**config.mk**
```make
export PLATFORM = sky130hd
export DESIGN_NAME = traffic_light_fsm
export DESIGN_NICKNAME = d
export VERILOG_FILES = /design/src/rtl/tlc_pkg.sv /design/src/rtl/tlc_phase_timer.sv /design/src/rtl/traffic_light_fsm.sv
export SDC_FILE = /design/constraint.sdc
export NUM_CORES = 1
export LEC_CHECK = 0
export ABC_AREA = 1
export BUFFER_PORTS_ARGS = -buffer_cell sky130_fd_sc_hd__buf_4
export CAP_MARGIN = 15
export CORE_AREA = 4 4 54 56
export DETAILED_ROUTE_END_ITERATION = 12
export DIE_AREA = 0 0 58 60
export PLACE_DENSITY = 0.87
export SLEW_MARGIN = 40
export SYNTH_ARGS = -nofsm -noshare
export SYNTH_HDL_FRONTEND = slang
export SYNTH_SLANG_ARGS = --single-unit
```
**constraint.sdc**
```tcl
create_clock -name clk -period 3 [get_ports clk]
set_clock_uncertainty 0.15 [all_clocks]
set_input_delay 0 -clock clk [delete_from_list [all_inputs] [get_ports clk]]
set_output_delay 0 -clock clk [all_outputs]
set_load 0.005 [all_outputs]
```
**src/rtl/tlc_pkg.sv**
```systemverilog
// Shared definitions for the traffic light controller: state codes, lamp
// patterns and the state-to-lamp mapping.
package tlc_pkg;

  typedef enum logic [2:0] {
    ST_MAIN_GREEN  = 3'd0,
    ST_MAIN_YELLOW = 3'd1,
    ST_ALL_RED_A   = 3'd2,
    ST_SIDE_GREEN  = 3'd3,
    ST_SIDE_YELLOW = 3'd4,
    ST_ALL_RED_B   = 3'd5,
    ST_PED_WALK    = 3'd6,
    ST_FLASH       = 3'd7
  } tlc_state_e;

  localparam logic [2:0] LAMP_RED = 3'b100;
  localparam logic [2:0] LAMP_YEL = 3'b010;
  localparam logic [2:0] LAMP_GRN = 3'b001;
  localparam logic [2:0] LAMP_OFF = 3'b000;

  // Returns {main_light, side_light, walk}; flash_on selects the lit half of the flash blink.
  function automatic logic [6:0] lamp_map(input logic [2:0] st, input logic flash_on);
    logic [6:0] l;
    case (st)
      3'd0:    l = {LAMP_GRN, LAMP_RED, 1'b0};
      3'd1:    l = {LAMP_YEL, LAMP_RED, 1'b0};
      3'd2:    l = {LAMP_RED, LAMP_RED, 1'b0};
      3'd3:    l = {LAMP_RED, LAMP_GRN, 1'b0};
      3'd4:    l = {LAMP_RED, LAMP_YEL, 1'b0};
      3'd5:    l = {LAMP_RED, LAMP_RED, 1'b0};
      3'd6:    l = {LAMP_RED, LAMP_RED, 1'b1};
      3'd7:    l = flash_on ? {LAMP_YEL, LAMP_YEL, 1'b0} : {LAMP_OFF, LAMP_OFF, 1'b0};
      default: l = {LAMP_RED, LAMP_RED, 1'b0};
    endcase
    return l;
  endfunction

endpackage

```
**src/rtl/tlc_phase_timer.sv**
```systemverilog
// Loadable phase down-counter advanced by the 1 Hz tick; it never counts
// below 1, so an unserviced expiry simply holds at 1.
module tlc_phase_timer #(
  parameter int CNT_W   = 8,
  parameter int RST_VAL = 10
) (
  input  logic             clk,
  input  logic             rst,
  input  logic             tick,
  input  logic             load,
  input  logic [CNT_W-1:0] load_val,
  output logic [CNT_W-1:0] count,
  output logic             expire
);

  localparam logic [CNT_W-1:0] ONE = CNT_W'(1);

  logic [CNT_W-1:0] count_r;

  // Phase counter: load on state entry, otherwise decrement on tick down to 1
  always_ff @(posedge clk) begin
    if (rst) begin
      count_r <= CNT_W'(RST_VAL);
    end else if (load) begin
      count_r <= load_val;
    end else if (tick && (count_r > ONE)) begin
      count_r <= count_r - ONE;
    end else begin
      count_r <= count_r;
    end
  end

  assign count  = count_r;
  assign expire = tick && (count_r == ONE);

endmodule

```
**src/rtl/traffic_light_fsm.sv**
```systemverilog
// Four-way intersection controller with latched side-road and pedestrian demand.
// Define TLC_FLASH_EN to add the `flash` input and the blinking-yellow FLASH state.
module traffic_light_fsm
  import tlc_pkg::*;
#(
  parameter int MAIN_GREEN_S = 10,
  parameter int SIDE_GREEN_S = 6,
  parameter int YELLOW_S     = 3,
  parameter int ALL_RED_S    = 1,
  parameter int WALK_S       = 5,
  parameter int CNT_W        = 8
) (
  input  logic             clk,
  input  logic             rst,
  input  logic             tick,
  input  logic             side_car,
  input  logic             ped_req,
`ifdef TLC_FLASH_EN
  input  logic             flash,
`endif
  output logic [2:0]       main_light,
  output logic [2:0]       side_light,
  output logic             walk,
  output logic [2:0]       state_code,
  output logic [CNT_W-1:0] time_left
);

  localparam logic [2:0] S_MAIN_GREEN  = ST_MAIN_GREEN;
  localparam logic [2:0] S_MAIN_YELLOW = ST_MAIN_YELLOW;
  localparam logic [2:0] S_ALL_RED_A   = ST_ALL_RED_A;
  localparam logic [2:0] S_SIDE_GREEN  = ST_SIDE_GREEN;
  localparam logic [2:0] S_SIDE_YELLOW = ST_SIDE_YELLOW;
  localparam logic [2:0] S_ALL_RED_B   = ST_ALL_RED_B;
  localparam logic [2:0] S_PED_WALK    = ST_PED_WALK;
`ifdef TLC_FLASH_EN
  localparam logic [2:0] S_FLASH       = ST_FLASH;
`endif

  if (MAIN_GREEN_S < 1 || MAIN_GREEN_S >= (1 << CNT_W) ||
      SIDE_GREEN_S < 1 || SIDE_GREEN_S >= (1 << CNT_W) ||
      YELLOW_S     < 1 || YELLOW_S     >= (1 << CNT_W) ||
      ALL_RED_S    < 1 || ALL_RED_S    >= (1 << CNT_W) ||
      WALK_S       < 1 || WALK_S       >= (1 << CNT_W)) begin : g_bad_duration
    $error("traffic_light_fsm: every phase duration must lie in [1, 2**CNT_W)");
  end

  logic [2:0]       state_r, state_base_s, state_nx_s;
  logic             side_pend_r, ped_pend_r;
  logic             enter_sg_s, enter_pw_s, pend_hold_s, load_s, expire_s;
  logic             flash_ph_nx_s;
  logic [6:0]       lamps_r;
  logic [CNT_W-1:0] count_s;

  function automatic logic [CNT_W-1:0] phase_len(input logic [2:0] st);
    case (st)
      S_MAIN_GREEN:  return CNT_W'(MAIN_GREEN_S);
      S_MAIN_YELLOW: return CNT_W'(YELLOW_S);
      S_ALL_RED_A:   return CNT_W'(ALL_RED_S);
      S_SIDE_GREEN:  return CNT_W'(SIDE_GREEN_S);
      S_SIDE_YELLOW: return CNT_W'(YELLOW_S);
      S_ALL_RED_B:   return CNT_W'(ALL_RED_S);
      S_PED_WALK:    return CNT_W'(WALK_S);
      default:       return CNT_W'(1);
    endcase
  endfunction

  tlc_phase_timer #(.CNT_W(CNT_W), .RST_VAL(MAIN_GREEN_S)) u_timer (
    .clk      (clk),
    .rst      (rst),
    .tick     (tick),
    .load     (load_s),
    .load_val (phase_len(state_nx_s)),
    .count    (count_s),
    .expire   (expire_s)
  );

  // Phase sequencing; an unserviced MAIN_GREEN expiry holds with the timer at 1
  always_comb begin
    state_base_s = state_r;
    case (state_r)
      S_MAIN_GREEN:  if (expire_s && (side_pend_r || ped_pend_r)) state_base_s = S_MAIN_YELLOW;
                     else state_base_s = state_r;
      S_MAIN_YELLOW: if (expire_s) state_base_s = S_ALL_RED_A; else state_base_s = state_r;
      S_ALL_RED_A:   if (expire_s) state_base_s = side_pend_r ? S_SIDE_GREEN : S_PED_WALK;
                     else state_base_s = state_r;
      S_SIDE_GREEN:  if (expire_s) state_base_s = S_SIDE_YELLOW; else state_base_s = state_r;
      S_SIDE_YELLOW: if (expire_s) state_base_s = S_ALL_RED_B; else state_base_s = state_r;
      S_ALL_RED_B:   if (expire_s) state_base_s = ped_pend_r ? S_PED_WALK : S_MAIN_GREEN;
                     else state_base_s = state_r;
      S_PED_WALK:    if (expire_s) state_base_s = S_MAIN_GREEN; else state_base_s = state_r;
`ifdef TLC_FLASH_EN
      // FLASH exits into an all-red clearance before re-deciding on demand
      default:       state_base_s = S_ALL_RED_A;
`else
      default:       state_base_s = S_MAIN_GREEN;
`endif
    endcase
  end

`ifdef TLC_FLASH_EN
  logic flash_ph_r;

  // Flash override, blink phase (lit on entry, toggles per tick) and demand freeze
  always_comb begin
    state_nx_s  = flash ? S_FLASH : state_base_s;
    pend_hold_s = (state_nx_s == S_FLASH);
    if (state_nx_s == S_FLASH) begin
      if (state_r != S_FLASH) flash_ph_nx_s = 1'b1;
      else if (tick)          flash_ph_nx_s = ~flash_ph_r;
      else                    flash_ph_nx_s = flash_ph_r;
    end else begin
      flash_ph_nx_s = 1'b0;
    end
  end

  // Blink phase register
  always_ff @(posedge clk) begin
    if (rst) flash_ph_r <= 1'b0;
    else     flash_ph_r <= flash_ph_nx_s;
  end
`else
  assign state_nx_s    = state_base_s;
  assign pend_hold_s   = 1'b0;
  assign flash_ph_nx_s = 1'b0;
`endif

  assign load_s     = (state_nx_s != state_r);
  assign enter_sg_s = (state_nx_s == S_SIDE_GREEN) && (state_r != S_SIDE_GREEN);
  assign enter_pw_s = (state_nx_s == S_PED_WALK)   && (state_r != S_PED_WALK);

  // State, lamp and demand registers; clearing on service entry beats a new set
  always_ff @(posedge clk) begin
    if (rst) begin
      state_r     <= S_MAIN_GREEN;
      lamps_r     <= lamp_map(S_MAIN_GREEN, 1'b0);
      side_pend_r <= 1'b0;
      ped_pend_r  <= 1'b0;
    end else begin
      state_r <= state_nx_s;
      lamps_r <= lamp_map(state_nx_s, flash_ph_nx_s);
      if (pend_hold_s) begin
        side_pend_r <= side_pend_r;
        ped_pend_r  <= ped_pend_r;
      end else begin
        side_pend_r <= (side_pend_r | side_car) & ~enter_sg_s;
        ped_pend_r  <= (ped_pend_r  | ped_req)  & ~enter_pw_s;
      end
    end
  end

  assign main_light = lamps_r[6:4];
  assign side_light = lamps_r[3:1];
  assign walk       = lamps_r[0];
  assign state_code = state_r;
  assign time_left  = count_s;

endmodule

```
==> flow_metrics.tcl <==
set metrics [dict create \
    outcome "finished clean" \
    drtPass1Iterations 4 \
    nNetsFinal 206 \
    row_count 18 \
    grt_pass1_wl_mm 4.80 \
    die_w_um 58 \
    syn_nets 178 \
    synth_xor_xnor_area_share_pct 4.65 \
    cts_resized 0 \
    hpwl_mm 2.24 \
    crit_type "reg2reg" \
    globalRouteTotalUtil_pct 17.8 \
    final-setup-viol-count 0 \
    synth_fa_ha_area_share_pct 6.64 \
    synth-simple-area-share_pct 42.8 \
    synth-seq-cells 20 \
    ios 23 \
    gp_congestion 0.855 \
    synth_ff_type "dfxtp_1" \
    fp.dieH_um 60 \
    grt_pass1_vias 1116 \
    synth_cells 166 \
    port_buffers 22 \
    startpoint_type "register" \
    p_sw_share_pct 24.5 \
    leakage_nw 0.808 \
    yosys_warnings 0 \
    async_flop_share_pct 0 \
    drv_cap 0 \
    holdBufCountCts 3 \
    dieArea_sq_um 3480 \
    drive_gt1_share_pct 28.5 \
    slew_headroom_pct 73.6 \
    hold_violations 0 \
    hold_class "in2reg" \
    wirelength_mm 2.92 \
    diodes 0 \
    core_area_sq_um 2430 \
    via_per_inst 5.25 \
    p_per_area_nw_per_um2 375 \
    rsz0062_at_grt "false" \
    antenna_found_initial 0 \
    ant_nets 0 \
    avgRoutedWirePerCell_um 13.1 \
    slew_viol_final 0 \
    h-tree-depth 1 \
    syn_area_sq_um 1320 \
    insertion_delay_ns 0.31 \
    netSwitchingPower_mw 0.147 \
    finalCritPeriodShare_pct 86.3 \
    cts_root_buf "clkbuf_4" \
    fmax_ghz 0.386 \
    grt_max_degree 17 \
    cts.sinks 20 \
    pwr-share-clk_pct 37.5 \
    seqPwrFrac_pct 48.1 \
    grt_overflow 0 \
    synth_compound_area_share_pct 8.82 \
    yosysTopAreaCellShare_pct 30.4 \
    start_util_pct 54.2 \
    synth_top_cell_by_area "dfxtp_1" \
    via_count 1171 \
    synth_edf_count 0 \
    cts-buffers-inserted 3 \
    combPwrFrac_pct 14.5 \
    post-route-drc-count 0 \
    yosys-top-cells-area "dfxtp_1, nand2_1, ha_1" \
    syn_to_final_growth_pct 20.9 \
    power_mw 0.598 \
    clockBufferDepth 2 \
    yosysMostFrequentCell "nand2_1" \
    postCtsSetupBuffers 0 \
    synth_cell_types 33 \
    endpoint_kind "register" \
    critical_path_arrival_ns 2.65 \
    clkSlewWorstSetupHoldPaths_ns 0.12 \
    drt_iter0_drc 27 \
    tns_ns 0 \
    cp.required_ns 3.06 \
    ys_seq_area_share_pct 30.4 \
    tightest_slew_ns 0.395 \
    synth_top_family_by_area "simple AND/OR/NAND/NOR gates" \
    synth_common_cells "nand2_1, dfxtp_1, nor2_1, inv_1, nand3_1" \
    cts_tree "built" \
    syn_area_per_cell_sq_um 7.94 \
    ir_drop_mv 0.346 \
    p_int_mw 0.451 \
    path_max_fanout 6 \
    synthMuxAreaShare_pct 0 \
    period_needed_ns 2.59 \
]
-- through the flow --
step,instance area (sq um),hold WS (ns),utilization [%],instances,setup WS (ns)
after floorplan,1320,-0.0716,-,166,0.762
after global placement,1510,0.0733,62.1,216,0.645
after detailed placement,1510,0.0903,62.1,216,0.459
after CTS,1590,0.116,65.5,223,0.432
after global routing,1590,0.174,65.5,223,0.234
final,1590,0.113,65.5,223,0.410
-- layout by cell type (no fill, tap or decap), drive strengths merged --
cell type / instances
nand3: 13
bufinv: 1
nand4: 5
nor4: 1
clkbuf: 3
ha: 7
xnor2: 3
inv: 21
o211ai: 2
nor2: 26
o21ai: 8
nor3: 6
o2111ai: 1
a31oi: 1
nand3b: 1
o21bai: 2
buf: 22
dlygate4sd3: 3
dfxtp: 20
a21oi: 2
nand2: 40
xor2: 4
or2: 1
-- registers in the layout (all words and copies together) (netlist names) --
register and flops:
ped_pend_r 1, state_code 3, u_timer.count 8, side_pend_r 1, lamps_r 7
-- metal layers --
layer  part of all wire, %  vias up  global-route usage (%)  wire length, um
met5                     0        -                       0                0
met4                   1.3        0                    6.29               39
met3                   3.8        8                    2.16              111
met2                    54       27                    34.2             1580
met1                    41      545                    20.0             1190
li1                      -      591                       -                -
-- worst max-delay path, cell delays in order (launching register included) --
cell and delay, ns:
dfxtp_1 0.34, inv_1 0.12, ha_1 0.21, nand2_4 0.09, nor2_8 0.17, nand2_2 0.08
nand2_4 0.10, nand2_1 0.07, o21ai_0 0.13, nand2_1 0.18, ha_1 0.28, o21ai_0 0.26
nand3_1 0.11, nand2_1 0.07, nand2_1 0.04, nand2_1 0.06, nand2_1 0.05
-- final timing paths --
kind              cells after the start             start          endpoint  slack (ns)
hold reg to reg                       2        ped_pend_r        ped_pend_r        0.37
hold / removal                        6              tick     state_code[0]        0.11
setup reg to reg                     16  u_timer.count[1]  u_timer.count[1]        0.41
setup / recovery                     16  u_timer.count[1]  u_timer.count[1]        0.41
-- cell type report --
cell class,instances,area [sq um]
fillers,215,838
multi-input cells,123,830
flip-flops and latches,20,400
repair buffers,25,195
inverters,21,78.8
well taps,30,37.5
clock inverters,1,30.0
clock buffers,3,22.5
-- power by group through the flow --
| stage | Combinational (mW) | Sequential [mW] | Clock (mW) |
|---|---|---|---|
| 5_1_grt | 0.0974 | 0.289 | 0.237 |
| 3_3_place_gp | 0.0802 | 0.293 | 0 |
| 2_1_floorplan | 0.0554 | 0.292 | 0 |
| 4_1_cts | 0.0865 | 0.288 | 0.227 |
| 6_report | 0.0865 | 0.287 | 0.224 |
| 3_5_place_dp | 0.0831 | 0.294 | 0 |
-- logic make-up (layout without fill, tap and decap cells) --
family / after synthesis / after routing
AOI/OAI and AO/OA: 16 / 16
adders and majority gates: 7 / 7
DFF: 20 / 20
buffers and inverters: 23 / 50
xor gates and xnor gates: 7 / 7
and+or+nand+nor: 93 / 93
No activity file was read; power rests on OpenSTA's default activity.
